$ cat config.mk
export PLATFORM = sky130hd
export DESIGN_NAME = core
export DESIGN_NICKNAME = d
export VERILOG_FILES = /design/src/rtl/core_pkg.sv /design/src/rtl/core_alu.sv /design/src/rtl/core.sv
export SDC_FILE = /design/constraint.sdc
export NUM_CORES = 2
export LEC_CHECK = 0
export BUFFER_PORTS_ARGS = -buffer_cell sky130_fd_sc_hd__buf_2
export CORE_ASPECT_RATIO = 1.5
export CORE_MARGIN = 10
export CORE_UTILIZATION = 35
export CTS_CLUSTER_DIAMETER = 50
export DETAILED_ROUTE_END_ITERATION = 6
export PLACE_DENSITY_LB_ADDON = 0.25
export SYNTH_ARGS = -nofsm -noshare
export SYNTH_HDL_FRONTEND = slang
export SYNTH_HIERARCHICAL = 1
export SYNTH_SLANG_ARGS = --single-unit
$ cat constraint.sdc
create_clock -name clk -period 8 [get_ports clk]
set_input_delay 1.6 -clock clk [delete_from_list [all_inputs] [get_ports clk]]
set_output_delay 1.6 -clock clk [all_outputs]
set_load 0.02 [all_outputs]
$ cat src/rtl/core_pkg.sv
// Shared RV32I constants, FSM state encoding and ALU operation codes.
package core_pkg;

  localparam logic [6:0] OPC_LUI    = 7'b0110111;
  localparam logic [6:0] OPC_AUIPC  = 7'b0010111;
  localparam logic [6:0] OPC_JAL    = 7'b1101111;
  localparam logic [6:0] OPC_JALR   = 7'b1100111;
  localparam logic [6:0] OPC_BRANCH = 7'b1100011;
  localparam logic [6:0] OPC_LOAD   = 7'b0000011;
  localparam logic [6:0] OPC_STORE  = 7'b0100011;
  localparam logic [6:0] OPC_OPIMM  = 7'b0010011;
  localparam logic [6:0] OPC_OP     = 7'b0110011;

  localparam logic [2:0] F3_BEQ  = 3'b000;
  localparam logic [2:0] F3_BNE  = 3'b001;
  localparam logic [2:0] F3_BLT  = 3'b100;
  localparam logic [2:0] F3_BGE  = 3'b101;
  localparam logic [2:0] F3_BLTU = 3'b110;
  localparam logic [2:0] F3_BGEU = 3'b111;

  localparam logic [2:0] F3_LB  = 3'b000;
  localparam logic [2:0] F3_LH  = 3'b001;
  localparam logic [2:0] F3_LW  = 3'b010;
  localparam logic [2:0] F3_LBU = 3'b100;
  localparam logic [2:0] F3_LHU = 3'b101;

  localparam logic [2:0] F3_ADD  = 3'b000;
  localparam logic [2:0] F3_SLL  = 3'b001;
  localparam logic [2:0] F3_SLT  = 3'b010;
  localparam logic [2:0] F3_SLTU = 3'b011;
  localparam logic [2:0] F3_XOR  = 3'b100;
  localparam logic [2:0] F3_SR   = 3'b101;
  localparam logic [2:0] F3_OR   = 3'b110;
  localparam logic [2:0] F3_AND  = 3'b111;

  localparam logic [6:0] F7_ALT = 7'b0100000;

  typedef enum logic [2:0] {
    S_FETCH,
    S_DECODE,
    S_EXECUTE,
    S_MEM,
    S_WB
  } state_e;

  typedef enum logic [3:0] {
    ALU_ADD,
    ALU_SUB,
    ALU_SLL,
    ALU_SLT,
    ALU_SLTU,
    ALU_XOR,
    ALU_SRL,
    ALU_SRA,
    ALU_OR,
    ALU_AND
  } alu_op_e;

  // SUB only exists in register form; SRAI carries the alternate bit in imm[10].
  function automatic alu_op_e alu_op_decode(input logic [2:0] f3,
                                            input logic [6:0] f7,
                                            input logic       is_reg);
    case (f3)
      F3_ADD:  return (is_reg && (f7 == F7_ALT)) ? ALU_SUB : ALU_ADD;
      F3_SLL:  return ALU_SLL;
      F3_SLT:  return ALU_SLT;
      F3_SLTU: return ALU_SLTU;
      F3_XOR:  return ALU_XOR;
      F3_SR:   return (f7 == F7_ALT) ? ALU_SRA : ALU_SRL;
      F3_OR:   return ALU_OR;
      default: return ALU_AND;
    endcase
  endfunction

endpackage

$ cat src/rtl/core_alu.sv
// Combinational RV32I integer ALU: 32-bit wrap-around arithmetic, logic, shifts, compares.
module core_alu
  import core_pkg::*;
(
  input  alu_op_e     op_i,
  input  logic [31:0] a_i,
  input  logic [31:0] b_i,
  output logic [31:0] y_o
);

  // Select result by operation; shift amount is the low five bits of b.
  always_comb begin
    y_o = '0;
    case (op_i)
      ALU_ADD:  y_o = a_i + b_i;
      ALU_SUB:  y_o = a_i - b_i;
      ALU_SLL:  y_o = a_i << b_i[4:0];
      ALU_SLT:  y_o = {31'b0, $signed(a_i) < $signed(b_i)};
      ALU_SLTU: y_o = {31'b0, a_i < b_i};
      ALU_XOR:  y_o = a_i ^ b_i;
      ALU_SRL:  y_o = a_i >> b_i[4:0];
      ALU_SRA:  y_o = $unsigned($signed(a_i) >>> b_i[4:0]);
      ALU_OR:   y_o = a_i | b_i;
      ALU_AND:  y_o = a_i & b_i;
      default:  y_o = '0;
    endcase
  end

endmodule

$ cat src/rtl/core.sv
// Multicycle RV32I core: FETCH -> DECODE -> EXECUTE -> {MEM -> WB | MEM | FETCH}.
module core
  import core_pkg::*;
#(
  parameter logic [31:0] RESET_PC = 32'h0000_0000
) (
  input  logic        clk,
  input  logic        resetn,
  output logic [31:0] address,
  output logic [31:0] data_out,
  input  logic [31:0] data_in,
  output logic [3:0]  byte_enable,
  output logic        we
);

  state_e      state_q;
  logic [31:0] pc_q, ir_q, rs1_q, rs2_q;
  logic [31:0] addr_q, dout_q;
  logic [3:0]  be_q;
  logic        we_q;
  logic [1:0]  ea_lo_q;
  logic [31:0] regs_q [32];

  logic [6:0]  opcode, funct7;
  logic [2:0]  funct3;
  logic [4:0]  rd;
  logic [31:0] imm_i, imm_s, imm_b, imm_u, imm_j;
  logic [31:0] pc_plus4, ea, alu_b, alu_y;
  alu_op_e     alu_op;

  logic        ex_wen, is_load, is_store, br_taken;
  logic [31:0] ex_wdata, next_pc_d, st_data;
  logic [3:0]  st_be;
  logic [7:0]  ld_byte;
  logic [15:0] ld_half;
  logic [31:0] ld_data;
  logic        rf_we;
  logic [31:0] rf_wdata;

  assign opcode = ir_q[6:0];
  assign rd     = ir_q[11:7];
  assign funct3 = ir_q[14:12];
  assign funct7 = ir_q[31:25];

  assign imm_i = {{20{ir_q[31]}}, ir_q[31:20]};
  assign imm_s = {{20{ir_q[31]}}, ir_q[31:25], ir_q[11:7]};
  assign imm_b = {{19{ir_q[31]}}, ir_q[31], ir_q[7], ir_q[30:25], ir_q[11:8], 1'b0};
  assign imm_u = {ir_q[31:12], 12'b0};
  assign imm_j = {{11{ir_q[31]}}, ir_q[31], ir_q[19:12], ir_q[20], ir_q[30:21], 1'b0};

  assign pc_plus4 = pc_q + 32'd4;
  assign ea       = rs1_q + ((opcode == OPC_STORE) ? imm_s : imm_i);
  assign alu_op   = alu_op_decode(funct3, funct7, opcode == OPC_OP);
  assign alu_b    = (opcode == OPC_OP) ? rs2_q : imm_i;

  core_alu u_alu (
    .op_i (alu_op),
    .a_i  (rs1_q),
    .b_i  (alu_b),
    .y_o  (alu_y)
  );

  // Execute-stage decode: register write-back, next PC, memory lanes and store data.
  always_comb begin
    ex_wen    = 1'b0;
    ex_wdata  = '0;
    next_pc_d = pc_plus4;
    is_load   = 1'b0;
    is_store  = 1'b0;
    br_taken  = 1'b0;
    case (opcode)
      OPC_LUI:   begin ex_wen = 1'b1; ex_wdata = imm_u; end
      OPC_AUIPC: begin ex_wen = 1'b1; ex_wdata = pc_q + imm_u; end
      OPC_JAL: begin
        ex_wen    = 1'b1;
        ex_wdata  = pc_plus4;
        next_pc_d = pc_q + imm_j;
      end
      OPC_JALR: begin
        ex_wen    = 1'b1;
        ex_wdata  = pc_plus4;
        next_pc_d = {ea[31:1], 1'b0};
      end
      OPC_BRANCH: begin
        case (funct3)
          F3_BEQ:  br_taken = (rs1_q == rs2_q);
          F3_BNE:  br_taken = (rs1_q != rs2_q);
          F3_BLT:  br_taken = ($signed(rs1_q) <  $signed(rs2_q));
          F3_BGE:  br_taken = ($signed(rs1_q) >= $signed(rs2_q));
          F3_BLTU: br_taken = (rs1_q <  rs2_q);
          F3_BGEU: br_taken = (rs1_q >= rs2_q);
          default: br_taken = 1'b0;
        endcase
        if (br_taken) next_pc_d = pc_q + imm_b;
      end
      OPC_LOAD:  is_load  = 1'b1;
      OPC_STORE: is_store = 1'b1;
      OPC_OPIMM, OPC_OP: begin ex_wen = 1'b1; ex_wdata = alu_y; end
      default: ;
    endcase

    case (funct3[1:0])
      2'b00: begin
        st_be   = 4'b0001 << ea[1:0];
        st_data = {4{rs2_q[7:0]}};
      end
      2'b01: begin
        st_be   = ea[1] ? 4'b1100 : 4'b0011;
        st_data = {2{rs2_q[15:0]}};
      end
      default: begin
        st_be   = 4'b1111;
        st_data = rs2_q;
      end
    endcase
  end

  // Load lane extraction from the word returned during WB.
  always_comb begin
    ld_byte = 8'(data_in >> {ea_lo_q, 3'b000});
    ld_half = 16'(data_in >> {ea_lo_q[1], 4'b0000});
    case (funct3)
      F3_LB:   ld_data = {{24{ld_byte[7]}}, ld_byte};
      F3_LH:   ld_data = {{16{ld_half[15]}}, ld_half};
      F3_LBU:  ld_data = {24'b0, ld_byte};
      F3_LHU:  ld_data = {16'b0, ld_half};
      F3_LW:   ld_data = data_in;
      default: ld_data = data_in;
    endcase
  end

  assign rf_we    = ((state_q == S_EXECUTE) && ex_wen) || (state_q == S_WB);
  assign rf_wdata = (state_q == S_WB) ? ld_data : ex_wdata;

  // Register file write port; x0 is never written so it always reads zero.
  always_ff @(posedge clk or negedge resetn) begin
    if (!resetn) begin
      for (int unsigned i = 0; i < 32; i++) regs_q[i] <= '0;
    end else if (rf_we && (rd != 5'd0)) begin
      regs_q[rd] <= rf_wdata;
    end
  end

  // Control FSM; bus outputs are loaded on the transition into the state that presents them.
  always_ff @(posedge clk or negedge resetn) begin
    if (!resetn) begin
      state_q <= S_FETCH;
      pc_q    <= RESET_PC;
      ir_q    <= '0;
      rs1_q   <= '0;
      rs2_q   <= '0;
      addr_q  <= RESET_PC;
      dout_q  <= '0;
      be_q    <= 4'b1111;
      we_q    <= 1'b0;
      ea_lo_q <= '0;
    end else begin
      case (state_q)
        S_FETCH: state_q <= S_DECODE;
        S_DECODE: begin
          ir_q    <= data_in;
          rs1_q   <= regs_q[data_in[19:15]];
          rs2_q   <= regs_q[data_in[24:20]];
          state_q <= S_EXECUTE;
        end
        S_EXECUTE: begin
          pc_q <= next_pc_d;
          if (is_load || is_store) begin
            state_q <= S_MEM;
            addr_q  <= {ea[31:2], 2'b00};
            be_q    <= st_be;
            we_q    <= is_store;
            dout_q  <= is_store ? st_data : '0;
            ea_lo_q <= ea[1:0];
          end else begin
            state_q <= S_FETCH;
            addr_q  <= next_pc_d;
            be_q    <= 4'b1111;
          end
        end
        S_MEM: begin
          we_q <= 1'b0;
          if (opcode == OPC_LOAD) begin
            state_q <= S_WB;
          end else begin
            state_q <= S_FETCH;
            addr_q  <= pc_q;
            be_q    <= 4'b1111;
            dout_q  <= '0;
          end
        end
        S_WB: begin
          state_q <= S_FETCH;
          addr_q  <= pc_q;
          be_q    <= 4'b1111;
        end
        default: state_q <= S_FETCH;
      endcase
    end
  end

  assign address  = addr_q;
  assign data_out = dout_q;
  assign we       = we_q;
  // be_q resets to all lanes so the first fetch after release is a full-word
  // read; the lanes are forced off while reset is held.
  assign byte_enable = resetn ? be_q : 4'b0000;

endmodule

== Word level (Yosys, flattened, before mapping) ==
Cells that the tools add are included.

* Register bits: 1226
* Bits of input ports: 34

* Magnitude comparators: 10
* $add $sub $neg: 7
* Multiplexer cells: 44
* Reductions and logical operators: 20
* Shift operators: 6
* Equality and inequality tests: 35
* Bitwise gates (word level): 6

{| class="wikitable"
|+ Operators by type and width
! operator !! number
|-
| 1024-bit bitwise mux || 1
|-
| 32-bit two-way mux || 13
|-
| 32-bit binary-select mux with 5-bit select || 2
|-
| 32-bit one-hot mux with 10 select lines || 1
|-
| 32-bit one-hot mux with 4 select lines || 2
|-
| 32-bit one-hot mux with 3 select lines || 2
|-
| 32-bit adder || 5
|-
| 32-bit demux with 5-bit select || 1
|-
| 32-bit < comparator || 4
|-
| 32-bit one-hot mux with 2 select lines || 2
|-
| 32-bit greater-or-equal comparator || 2
|-
| 32-bit by 3-bit adder with 32-bit output (second input constant) || 1
|-
| 32-bit AND || 1
|-
| 32-bit == test || 1
|-
| 32-bit inequality test || 1
|-
| 32-bit OR || 1
|-
| 32-bit by 5-bit << shifter with 32-bit output || 1
|-
| 32-bit by 5-bit right shift with 16-bit output || 1
|-
| 32-bit by 5-bit right shift with 32-bit output || 1
|-
| 32-bit by 5-bit right shift with 8-bit output || 1
|-
| 32-bit by 5-bit >>> shifter with 32-bit output || 1
|-
| 32-bit subtractor || 1
|-
| 32-bit bitwise XOR || 1
|-
| 7-bit by 6-bit == test with 1-bit output (second input constant) || 4
|-
| other kinds (40) || 77
|}

== Logic depth before layout (Yosys ltp) ==
* Depth in word-level cells: 9
* Depth in mapped cells: 33

== Hierarchy ==
Netlist, hierarchy kept.

{| class="wikitable"
|+ By module, submodules not included
! module !! area each (um^2) !! cells each !! instances
|-
| core || 69407.8 || 6447 || 1
|-
| core_alu || 8064.0 || 1287 || 1
|}

== Worst setup path after synthesis ==
No wires, ideal clock.

* Path kind: reg-to-reg
* From: register ir_q[3]
* To: register regs_q[186] (netlist bit)
* Arrival time: 7.273 ns
* Library setup time: 0.125 ns
* Buffers on the path: 9
* Slack: 0.602 ns
* Cell stages (with the launch flop): 32
* Path through: dfrtp_1 nand3b_1 nor2_1 nand2_1 nor2_1 clkbuf_1 and2_1 clkbuf_1 clkbuf_1 mux2_2 inv_1 buf_2 buf_2 buf_1 buf_2 ha_1 buf_4 o21bai_2 a2111oi_4 o41ai_4 o41ai_2 nor4_1 nor3b_1 o41a_1 a311oi_2 nor3_1 a211o_1 a222oi_1 a2bb2oi_1 o311ai_1 clkbuf_1 mux2_2

* Elaborated cells on any way between the ends: 39
* Classes of those cells: add/sub: 2; eq/ne: 15; shift: 3; mux: 8; bitwise: 3; reduce/logical: 8

{| class="wikitable"
|+ RTL lines
! what !! line !! RTL
|-
| start, declared || core.sv:17 || <nowiki>logic [31:0] pc_q, ir_q, rs1_q, rs2_q;</nowiki>
|-
| start signal, assigned || core.sv:161 || <nowiki>ir_q <= data_in;</nowiki>
|-
| 7-bit by 6-bit == test with 1-bit output (*) || core.sv:54 || <nowiki>assign alu_b = (opcode == OPC_OP) ? rs2_q : imm_i;</nowiki>
|-
| 32-bit two-way mux (*) || core.sv:54 ||
|-
| via alu_b[2] || core.sv:28 || <nowiki>logic [31:0] pc_plus4, ea, alu_b, alu_y;</nowiki>
|-
| 32-bit subtractor, or another cell as far along || core_alu.sv:16 || <nowiki>ALU_SUB: y_o = a_i - b_i;</nowiki>
|-
| 32-bit one-hot mux with 10 select lines (*) || core_alu.sv:14 || <nowiki>case (op_i)</nowiki>
|-
| via alu_y[26] || core.sv:28 ||
|-
| 32-bit one-hot mux with 4 select lines (*) || core.sv:71 || <nowiki>case (opcode)</nowiki>
|-
| 32-bit two-way mux (*) || core.sv:133 || <nowiki>assign rf_wdata = (state_q == S_WB) ? ld_data : ex_wdata;</nowiki>
|-
| 1024-bit bitwise mux (*) || core.sv:140 || <nowiki>regs_q[rd] <= rf_wdata;</nowiki>
|-
| end signal, assigned by index || core.sv:140 ||
|-
| end, declared || core.sv:22 || <nowiki>logic [31:0] regs_q [32];</nowiki>
|}

Mark *: on every way through the listed nets, which the timed path passes. The rest lies on a longest branch.
A chain may end at the register's enable or synchronous reset.

== Final worst setup path ==
* From: register ir_q[3]
* To: register regs_q[541] (netlist bit)

* Elaborated cells on any way between the ends: 39
* Classes of those cells: add/sub: 2; eq/ne: 15; shift: 3; mux: 8; bitwise: 3; reduce/logical: 8

{| class="wikitable"
|+ RTL lines
! what !! line
|-
| 7-bit by 6-bit == test with 1-bit output (*) || core.sv:54
|-
| 32-bit two-way mux (*) || core.sv:54
|-
| via alu_b[22] || core.sv:28
|-
| 32-bit subtractor or 32-bit adder (tied branches) || core_alu.sv:16, core_alu.sv:15
|-
| 32-bit one-hot mux with 10 select lines (*) || core_alu.sv:14
|-
| via alu_y[29] || core.sv:28
|-
| 32-bit one-hot mux with 4 select lines (*) || core.sv:71
|-
| 32-bit two-way mux (*) || core.sv:133
|-
| 1024-bit bitwise mux (*) || core.sv:140
|}

Marked as above.

==> run summary <==
The first detailed-routing pass took 6 iterations. TritonCTS built the clock tree. The maximum single-stage delay on the critical path came out at 0.59 ns.

At the end of routability-driven placement, the weighted congestion stood at 1.040. The largest total area in the synthesized netlist belongs to sky130_fd_sc_hd__dfrtp_1. In the synthesized netlist the async set-or-reset flop fraction comes to 100.0%.

The power per unit of standard cell area was 363.2 mW/mm2; the switching power total was 14770 uW. CTS built an H-tree with a depth of 4. The maximum count of clock buffers along a single path was 4; the count of endpoints failing setup in the final report was 0. The tools report the master cell of the clock root buffer as sky130_fd_sc_hd__clkbuf_16. STA classifies the critical path startpoint as a register. The most used flip-flop cell after synthesis is sky130_fd_sc_hd__dfrtp_1. Wires add up to 330.3 mm. The ratio of routed vias to standard cells was 6.103; the worst ir drop on vdd was 0.2526 mV. The critical path is of the register to register type. Across the routed clock network, the largest skew measured is 0.06202 ns. Static timing analysis puts the maximum clock frequency at 0.1352 GHz. The tools report the starting DRC count in detailed routing as 6132. The area growth from synthesis to layout was 10.59%; the number of max-capacitance violations reported was 0.

At the worst endpoint, the required time is 8.61 ns. TritonCTS created 138 clock buffers. The area fraction in compound gates after synthesis is 17.44%. Setup repair after global routing left no endpoint under its margin. The final number of hold-violating endpoints is 0.

At the end of the flow the core is filled with cells to 38.91%. The power after layout is 31120 uW. The number of enable-type register cells in the synthesized netlist works out to 0.

Dividing the detail-routed wire length by the instance count gives 31.64 um. The run gives 0.03589 uW as the static leakage power. From left edge to right edge, the die measures 404.1 um.

The tools report the number of placed instances with taps included as 10190. The total of buffers placed on input and output ports works out to 102. The post-synthesis sequential area ratio is 39.61%. The tools report the clock share of power as 21.3%. The worst hold path belongs to the class register to register. After detailed routing, the number of remaining DRC violations is 0. Counting both buffers and inverters, the worst setup path holds a total of 3. Sequential cells account for 27.2% of the total power. The area share of fa/ha/maj cells after synthesis works out to 3.660%.

The die covers 0.2410 mm2. In this run the core area contains 211 standard-cell rows. The run gives 103 as the number of distinct standard cells referenced by the synthesized netlist. Combinational logic burns 51.5% of the power. The synthesized instance count was 7734; the netlist area before placement was 0.07747 mm2. Global routing used 26.85% of the available tracks across all layers. In this run the tightest slew margin relative to its limit is 1.740%. By area, the combinational part of the netlist is dominated by multiplexers. For the pin with the worst max-slew slack, the measured transition is 1.458 ns.

After synthesis, the largest area contributor takes up 39.47% of total cell area. Of the total power, the share spent switching nets is 47.47%. Among cell families on the critical path, the largest total delay comes from compound AO/OA/AOI/OAI gates. Pin placement for this block handled 103 I/O pins. The final route contains 63710 vias.

The run gives 0.2202 mm2 as the placeable core area. The initial utilization of the core area, before any placement, comes to 35.19%. Dividing the final minimum period by the clock period gives 92.46%. The cell with the largest stage delay on the worst path was sky130_fd_sc_hd__a221oi_2. Biggest fanout along the worst timing path: 31. The via count of the first global-routing pass is 63760, and the detailed-placement wirelength estimate is 224.1 mm. The cell with the most instances on the worst path is sky130_fd_sc_hd__o21ai_0.

For the final total negative setup slack, the log shows 0 ns. Pin count of the biggest net entering global routing: 164. The aggregate global routing overflow is 0. The routed design could run at a clock period as short as 7.397 ns.

The run gives 0.80 ns as the worst-skew pair later-pin latency. Total number of clock tree sinks: 1226. The tools report the global-route wire length before repair as 473.3 mm. The run gives 7991 as the synthesized net count.

The height of the chip came out at 596.2 um. The residual antenna-violating net count after detailed routing is 0, and the cell internal power dissipation is 16350 uW. The initial antenna violation count was 12; the arrival time of data at the critical path endpoint was 8.00 ns.

In this run the mean area of a mapped cell was 10.02 um2. Walking the worst path, the cells encountered are nand3b_1 > nor2_1 > nand2_1 > nor2_1 > and2_2 > buf_4 > a21o_1 > inv_1 > ha_1 > nor2b_1 > o21ai_0 > a21oi_1 > or4_1 > a221oi_1 > a211oi_1 > a2111oi_0 > o22ai_1 > o2bb2ai_1 > a222oi_1 > o21ai_0 > a221oi_2 > buf_4 > o21ai_0. Count of final max-slew check failures: 0. After the last flow step, the layout net total stands at 7716. The post-synthesis xor/xnor area fraction was 1.470%. The ratio of cells with drive above 1 in the final layout is 18.27%.

The number of cells in the finished layout apart from fillers was 10440; the share of cell area taken by muxes after synthesis was 22.32%. In the post-synthesis netlist, the biggest area contributors are sky130_fd_sc_hd__dfrtp_1, sky130_fd_sc_hd__mux4_2, sky130_fd_sc_hd__o21ai_0, sky130_fd_sc_hd__nand2_1, sky130_fd_sc_hd__ha_1. The kind of capture point of the worst setup path was a register. Counting flops and latches in the post-synthesis netlist gives 1226. The synthesized netlist devotes 11.08% of its cell area to simple gates. Clock-pin slew was measured on the worst setup and hold paths at 0.06 ns. The Yosys warning count came out at 6. The run finished with clean final reports.
## state kept, by name, indices dropped and copies added (netlist names)
signal and flops:
pc_q 32, state_q 3, data_out 32, we 1, rs2_q 32, regs_q 1024, address 32, be_q 4
rs1_q 32, ea_lo_q 2, ir_q 32
## cell type report
type,count,area (um2)
Clock inverter,47,646.9
Clock buffer,189,3939
Timing Repair Buffer,307,2327
Tap cell,2875,3597
Antenna cell,9,22.52
Multi-Input combinational cell,5615,43810
Sequential cell,1226,30690
Inverter,171,641.9
Fill cell,21530,134500
## logic make-up (layout without fill, tap and decap cells)
logic type	Yosys count	in the layout
AOI/OAI and AO/OA	2299	2299
and+or+nand+nor	2054	2054
xor gates and xnor gates	130	130
muxes	909	909
other	0	9
DFF	1226	1226
buffers and inverters	893	714
adders and majority gates	223	223
## path summary, 6_finish.rpt
path / start / endpoint / slack [ns] / cells past startpoint
setup / recovery: ir_q[3]$_DFFE_PN0N_ / regs_q[541]$_DFFE_PN0P_ / 0.60 / 23
hold / removal: regs_q[1015]$_DFFE_PN0P_ / regs_q[1015]$_DFFE_PN0P_ / 0.40 / 0
setup reg to reg: ir_q[3]$_DFFE_PN0N_ / regs_q[541]$_DFFE_PN0P_ / 0.60 / 23
hold reg to reg: regs_q[1015]$_DFFE_PN0P_ / regs_q[1015]$_DFFE_PN0P_ / 0.40 / 0
max in group asynchronous: resetn / ir_q[13]$_DFFE_PN0N_ / 5.13 / 3
min in group asynchronous: resetn / regs_q[689]$_DFFE_PN0P_ / 0.66 / 1
## per-layer routing
| layer | vias to the layer above | GRT usage [%] | part of all wire [%] | wire (um) |
|---|---|---|---|---|
| li1 | 27780 | - | - | - |
| met1 | 32260 | 31.02 | 36 | 120500 |
| met2 | 2793 | 45.40 | 49 | 160300 |
| met3 | 868 | 3.976 | 6.1 | 20080 |
| met4 | 8 | 19.27 | 8.9 | 29380 |
| met5 | - | 0 | 0.015 | 50 |
## worst reg2reg max path, delay by kind of cell, from the launching register on
kind	cells	cell delay, ns
AND/OR/NAND/NOR	7	2.02
flip-flops	1	0.40
adder cells (fa/ha/maj)	1	0.54
buffers and inverters	3	0.82
AO/OA/AOI/OAI	12	3.44
## Yosys cell counts, types with 89 or more instances
cell type                     n
sky130_fd_sc_hd__nand2_1   1245
sky130_fd_sc_hd__dfrtp_1   1222
sky130_fd_sc_hd__o21ai_0   1215
sky130_fd_sc_hd__mux4_2     645
sky130_fd_sc_hd__clkbuf_1   601
sky130_fd_sc_hd__nor2_1     445
sky130_fd_sc_hd__a21oi_1    422
sky130_fd_sc_hd__ha_1       217
sky130_fd_sc_hd__inv_1      169
sky130_fd_sc_hd__mux2i_1    169
sky130_fd_sc_hd__a21o_1      99
sky130_fd_sc_hd__mux2_2      94
sky130_fd_sc_hd__xnor2_1     90
sky130_fd_sc_hd__buf_1       89
## power groups by stage
stage / clock network (uW) / logic [uW] / registers, uW
2_1_floorplan: 0 / 9640 / 8000
3_3_place_gp: 0 / 15600 / 8470
3_5_place_dp: 0 / 15500 / 8530
4_1_cts: 6730 / 15600 / 8420
5_1_grt: 6960 / 16900 / 8530
6_report: 6630 / 16000 / 8470
## repair_timing
action	in CTS	in global routing
hold buffers	0	0
setup buffers	0	0
gates resized for setup	0	1
endpoints found under the setup margin	0	62
## placed cells by master, fill, tap and decap left out, drive strengths merged, types with 33 or more instances in the layout
cell       n
a21oi    424
o31ai     34
xor2      40
inv      178
o211ai    51
clkbuf   189
a21o      99
o22ai     33
dfrtp   1222
o21ai   1230
nor3      64
a211oi    55
ha       217
mux4     645
nor2     447
mux2      95
nand2   1246
buf      307
a221oi    48
nand3     70
mux2i    169
o21a      36
a31oi     49
xnor2     90
## metrics by stage
step                instance area, um2  setup slack, ns  hold slack, ns
global route                     85650          0.07268          0.4068
finish                           85670           0.6031          0.3960
detailed placement               81060           0.6086          0.3833
global placement                 81060           0.6367          0.3763
CTS                              85640           0.5436          0.3961
floorplan                        77470           0.6023          0.4413
No activity file was read; power rests on OpenSTA's default activity.
